<file path="src/rtl/la_trg_seq.sv">
// Multi-stage logic-analyzer trigger sequencer riding on a one-deep registered AXI4-stream stage.
// The triggering sample is tagged on sto_TUSER and announced by a one-cycle trg_out pulse.

module la_trg_stg #(
  parameter int DW = 8
) (
  input  logic [DW-1:0] cur,
  input  logic [DW-1:0] prv,
  input  logic          prv_vld,
  input  logic [DW-1:0] msk,
  input  logic [DW-1:0] val,
  input  logic [DW-1:0] pos,
  input  logic [DW-1:0] neg,
  output logic          hit
);
  logic lvl, edg;

  assign lvl = ((cur ^ val) & msk) == '0;
  // a stage with no edge enables is a pure level condition
  assign edg = ((pos | neg) == '0) ? 1'b1
             : prv_vld & (|((~prv & cur & pos) | (prv & ~cur & neg)));
  assign hit = lvl & edg;
endmodule

module la_trg_seq #(
  parameter  int DW = 8,
  parameter  int SN = 4,
  parameter  int CW = 16,
  localparam int NW = $clog2(SN) + 1,
  localparam int SW = (SN > 1) ? $clog2(SN) : 1
) (
  input  logic                   ACLK,
  input  logic                   ARESETn,
  input  logic [DW-1:0]          sti_TDATA,
  input  logic                   sti_TVALID,
  output logic                   sti_TREADY,
  output logic [DW-1:0]          sto_TDATA,
  output logic                   sto_TVALID,
  input  logic                   sto_TREADY,
  output logic                   sto_TUSER,
  input  logic                   ctl_rst,
  input  logic                   ctl_arm,
  input  logic                   ctl_trg,
  input  logic [SN-1:0][DW-1:0]  cfg_msk,
  input  logic [SN-1:0][DW-1:0]  cfg_val,
  input  logic [SN-1:0][DW-1:0]  cfg_pos,
  input  logic [SN-1:0][DW-1:0]  cfg_neg,
  input  logic [SN-1:0][CW-1:0]  cfg_cnt,
  input  logic [NW-1:0]          cfg_num,
  output logic                   sts_arm,
  output logic                   sts_trg,
  output logic [SW-1:0]          sts_stg,
  output logic [CW-1:0]          sts_occ,
  output logic                   trg_out
);
  localparam logic [1:0] IDLE  = 2'd0;
  localparam logic [1:0] ARMED = 2'd1;
  localparam logic [1:0] DONE  = 2'd2;

  logic [1:0]    state;
  logic [DW-1:0] prv;
  logic          prv_vld;
  logic          pend;
  logic          xfer;
  logic [SN-1:0] hit;
  logic          hit_cur;
  logic [CW-1:0] req;
  logic [CW:0]   occ_p1;
  logic [CW-1:0] occ_sat;
  logic          adv;
  logic [NW-1:0] num_m1;
  logic [SW-1:0] lst;
  logic          last_stg;
  logic          fire;

  assign sti_TREADY = ~sto_TVALID | sto_TREADY;
  assign xfer       = sti_TVALID & sti_TREADY;
  assign sts_arm    = (state == ARMED);

  for (genvar k = 0; k < SN; k++) begin : g_stg
    la_trg_stg #(.DW(DW)) u_stg (
      .cur     (sti_TDATA),
      .prv     (prv),
      .prv_vld (prv_vld),
      .msk     (cfg_msk[k]),
      .val     (cfg_val[k]),
      .pos     (cfg_pos[k]),
      .neg     (cfg_neg[k]),
      .hit     (hit[k])
    );
  end

  always_comb begin
    hit_cur  = hit[sts_stg];
    req      = (cfg_cnt[sts_stg] == '0) ? CW'(1) : cfg_cnt[sts_stg];
    occ_p1   = {1'b0, sts_occ} + 1'b1;
    occ_sat  = (&sts_occ) ? sts_occ : sts_occ + 1'b1;
    adv      = occ_p1 >= {1'b0, req};
    // zero active stages behaves as one; oversize counts clamp to the last stage
    num_m1   = (cfg_num == '0) ? '0 : cfg_num - 1'b1;
    lst      = (num_m1 > NW'(SN - 1)) ? SW'(SN - 1) : SW'(num_m1);
    last_stg = sts_stg >= lst;
    fire     = (state == ARMED) & ~ctl_rst & ~ctl_arm & xfer
             & (ctl_trg | pend | (hit_cur & adv & last_stg));
  end

  // Output register; a transfer coinciding with ctl_rst is still forwarded so no handshake is dropped.
  always_ff @(posedge ACLK or negedge ARESETn) begin
    if (!ARESETn) begin
      sto_TDATA  <= '0;
      sto_TVALID <= 1'b0;
      sto_TUSER  <= 1'b0;
    end else if (xfer) begin
      sto_TDATA  <= sti_TDATA;
      sto_TVALID <= 1'b1;
      sto_TUSER  <= fire;
    end else if (ctl_rst || sto_TREADY) begin
      sto_TVALID <= 1'b0;
      sto_TUSER  <= 1'b0;
    end
  end

  always_ff @(posedge ACLK or negedge ARESETn) begin
    if (!ARESETn) begin
      state   <= IDLE;
      prv     <= '0;
      prv_vld <= 1'b0;
      pend    <= 1'b0;
      sts_trg <= 1'b0;
      sts_stg <= '0;
      sts_occ <= '0;
      trg_out <= 1'b0;
    end else begin
      trg_out <= 1'b0;
      if (xfer) begin
        prv     <= sti_TDATA;
        prv_vld <= 1'b1;
      end
      if (ctl_rst) begin
        state   <= IDLE;
        prv_vld <= 1'b0;
        pend    <= 1'b0;
        sts_trg <= 1'b0;
        sts_stg <= '0;
        sts_occ <= '0;
      end else if (ctl_arm) begin
        state   <= ARMED;
        pend    <= 1'b0;
        sts_trg <= 1'b0;
        sts_stg <= '0;
        sts_occ <= '0;
      end else if (state == ARMED) begin
        if (ctl_trg) pend <= 1'b1;
        if (fire) begin
          state   <= DONE;
          pend    <= 1'b0;
          sts_trg <= 1'b1;
          trg_out <= 1'b1;
        end else if (xfer && hit_cur) begin
          if (adv) begin
            sts_stg <= sts_stg + 1'b1;
            sts_occ <= '0;
          end else begin
            sts_occ <= occ_sat;
          end
        end
      end
    end
  end
endmodule

</file>
<file path="config.mk">
export PLATFORM = sky130hd
export DESIGN_NAME = la_trg_seq
export DESIGN_NICKNAME = d
export VERILOG_FILES = /design/src/rtl/la_trg_seq.sv
export SDC_FILE = /design/constraint.sdc
export NUM_CORES = 1
export LEC_CHECK = 0
export ABC_AREA = 0
export BUFFER_PORTS_ARGS = -buffer_cell sky130_fd_sc_hd__buf_2
export CORE_MARGIN = 4
export CORE_UTILIZATION = 44
export DETAILED_ROUTE_END_ITERATION = 16
export PLACE_DENSITY = 0.83
export SLEW_MARGIN = 20
export SYNTH_ARGS = -nofsm -noshare
export SYNTH_HDL_FRONTEND = slang
export SYNTH_SLANG_ARGS = --single-unit
export TNS_END_PERCENT = 20
</file>
<file path="constraint.sdc">
create_clock -name ACLK -period 5.1 [get_ports ACLK]
set_input_delay 1.02 -clock ACLK [delete_from_list [all_inputs] [get_ports ACLK]]
set_output_delay 1.02 -clock ACLK [all_outputs]
set_load 0.02 [all_outputs]
</file>
==> impl_metrics.env <==
export IMPL_p_per_area_mw_per_mm2=159.0
export IMPL_end_kind="flop"
export IMPL_nNetsFinal=912
export IMPL_drt_iter0_markers=398
export IMPL_final_cell_count_no_fill=790
export IMPL_yosysWarnings=0
export IMPL_synth_area_mm2=0.003906
export IMPL_path_class="reg2reg"
export IMPL_grt_pass1_vias=4775
export IMPL_ir_drop_mv=0.09300
export IMPL_yosysMostFrequentCell="nand3b_1"
export IMPL_ant_nets=0
export IMPL_design_area_mm2=0.005293
export IMPL_yosysSeqAreaShare_pct=21.14
export IMPL_drc_errors=0
export IMPL_synth_cell_types=47
export IMPL_h_tree_depth=2
export IMPL_dieArea_mm2=0.01045
export IMPL_antenna_found_initial=0
export IMPL_clkSinkCount=33
export IMPL_cts_tree="built"
export IMPL_synth_main_ff_cell="dfrtp_1"
export IMPL_dp_cells=782
export IMPL_ys_async_sr_fraction_pct=100.0
export IMPL_worstPathRequired_ns=5.31
export IMPL_track_usage_pct=29.35
export IMPL_fin_skew_ns=0.005729
export IMPL_diodes=0
export IMPL_wirelength_um=15530
export IMPL_leakage_nw=2.615
export IMPL_hold_slack_ns=0.5065
export IMPL_synth_top_cell_area_share_pct=21.14
export IMPL_cp_start_kind="flop"
export IMPL_grt_max_degree=34
export IMPL_post_route_min_period_ns=4.597
export IMPL_synth_edf_count=0
export IMPL_max_slew_margin_pct=36.21
export IMPL_clkTransAtPathRegs_ns=0.07
export IMPL_cts_root_buf="clkbuf_8"
export IMPL_die_y_um=102.2
export IMPL_syn_area_per_cell_um2=8.623
export IMPL_setup_viol=0
export IMPL_fin_ws_ns=0.5035
export IMPL_rsz0062_at_grt="false"
export IMPL_ios=242
export IMPL_vias=4742
export IMPL_drv_cap=0
export IMPL_detail_route_wl_per_cell_um=19.66
export IMPL_placed_area_mm2=0.005176
export IMPL_cts_resized=0
export IMPL_worst_pin_slew_ns=0.9569
export IMPL_final_period_utilization_pct=90.13
export IMPL_coreArea_mm2=0.008678
export IMPL_fmax_ghz=0.2176
export IMPL_io_buffers=241
export IMPL_status="complete, no violations"
export IMPL_critPathMaxFanout=20
export IMPL_hold_viol_final=0
export IMPL_fp_row_count=34
export IMPL_yosys_area_top_type="dfrtp_1"
export IMPL_vias_per_cell=6.003
export IMPL_drive_gt1_share_pct=41.20
export IMPL_clock_path_buffers=2
export IMPL_grt_pass1_wl_um=23920
export IMPL_postSynthCellCount=453
export IMPL_synth_area_leaders="dfrtp_1, nand3b_1, mux4_2"
export IMPL_start_util_pct=45.01
export IMPL_ys_seq_elements=33
export IMPL_place_ws_ns=0.5304
export IMPL_gr_total_overflow=0
export IMPL_cts_made_buffers=5
export IMPL_hold_buffers=0
export IMPL_die_w_um=102.2
export IMPL_finalSetupTns_ns=0
export IMPL_hold_path_class="reg2reg"
export IMPL_dpl_hpwl_um=12800
export IMPL_area_delta_synth_final_pct=35.49
export IMPL_ys_top_cells_by_count="nand3b_1, xor2_1, dfrtp_1"
export IMPL_cts_setup_buffers=0
export IMPL_cp_arrival_ns=4.81
export IMPL_syn_nets=684
export IMPL_dr_pass1_iters=5
export IMPL_gp_congestion=0.9535
export IMPL_maxSlewViolCount=0
export IMPL_insertion_delay_ns=0.29
power by group:
group	switching (mW)	internal, mW
clock network	0.0924	0.159
logic	0.142	0.143
registers	0.0309	0.273
total	0.266	0.576
flip-flops by register name (all words and copies together) (netlist names):
| register | flops |
|---|---|
| sts_occ | 16 |
| prv | 8 |
| sts_stg | 2 |
| pend | 1 |
| prv_vld | 1 |
| state | 1 |
| sto_TUSER | 1 |
| sto_TVALID | 1 |
| sts_trg | 1 |
| trg_out | 1 |
worst max-delay path, cell delays in order (launching register included):
cell	delay [ns]
dfrtp_1	0.97
mux4_2	0.61
inv_1	0.09
nand4_1	0.13
nor4_1	0.35
a31o_2	0.21
ha_1	0.22
nand4_1	0.08
nor4_1	0.05
a311oi_1	0.25
o221ai_1	0.16
buf_4	0.23
nor2b_1	0.15
a211o_1	0.44
or4_1	0.46
a21oi_1	0.13
per-layer routing:
metal / routed length [um] / vias to the layer above / GRT usage [%]
met5: 0 / - / 0
met4: 489 / 0 / 12.21
met3: 1515 / 46 / 6.212
met2: 7755 / 279 / 49.28
met1: 5773 / 2220 / 36.59
li1: - / 2197 / -
cell usage in the layout (no fill, tap or decap), types with 5 or more instances in the layout:
master	netlist	routed
mux2_2	8	8
nand2_1	29	29
nand4_1	29	29
a21o_1	5	5
o21ai_0	10	10
nor4_1	24	24
o31ai_1	12	12
a22oi_1	14	14
xor2_1	37	37
inv_1	23	23
nor2_1	13	13
mux4_2	16	16
ha_1	21	21
nand3b_1	66	66
a21oi_1	14	14
nand3_1	22	22
nor2b_1	5	5
clkbuf_8	0	6
dfrtp_1	33	33
xnor2_1	8	8
buf_2	9	241
area by class of cell:
cell class                 instances  area, um2
inverter                          23      86.33
timing repair buffer             245       1236
sequential                        33      825.8
multi-input combinational        373       2893
clock inverter                     1      30.03
tap                              108      135.1
fill                             807       3386
clock buffer                       7      86.33
stage by stage:
stage / power (mW) / utilization [%]
floorplan: 0.4380 / -
global placement: 0.5820 / 59.65
detailed placement: 0.5899 / 59.65
CTS: 0.8429 / 60.99
global route: 0.8843 / 60.99
finish: 0.8414 / 60.99
cell families (layout without fill, tap and decap cells):
kind of cell	Yosys count	count (layout)	share of synthesized area (%)
flip-flops	33	33	21.14
multiplexers	24	24	11.53
buffers and inverters	47	276	4.804
XOR/XNOR	45	45	10.09
AO/OA/AOI/OAI	75	75	13.55
AND/OR/NAND/NOR	208	208	32.16
adder cells (fa/ha/maj)	21	21	6.726
path summary, 6_finish.rpt:
check / startpoint / to / slack, ns / depth (start not counted)
max: sts_stg[0] / sts_occ[9] / 0.50 / 15
min: sto_TUSER / sto_TUSER / 0.51 / 2
max reg2reg: sts_stg[0] / sts_occ[9] / 0.50 / 15
min reg2reg: sto_TUSER / sto_TUSER / 0.51 / 2
max in group asynchronous: ARESETn / prv[4] / 3.85 / 1
min in group asynchronous: ARESETn / sts_occ[10] / 0.78 / 1
No activity file was read; power rests on OpenSTA's default activity.
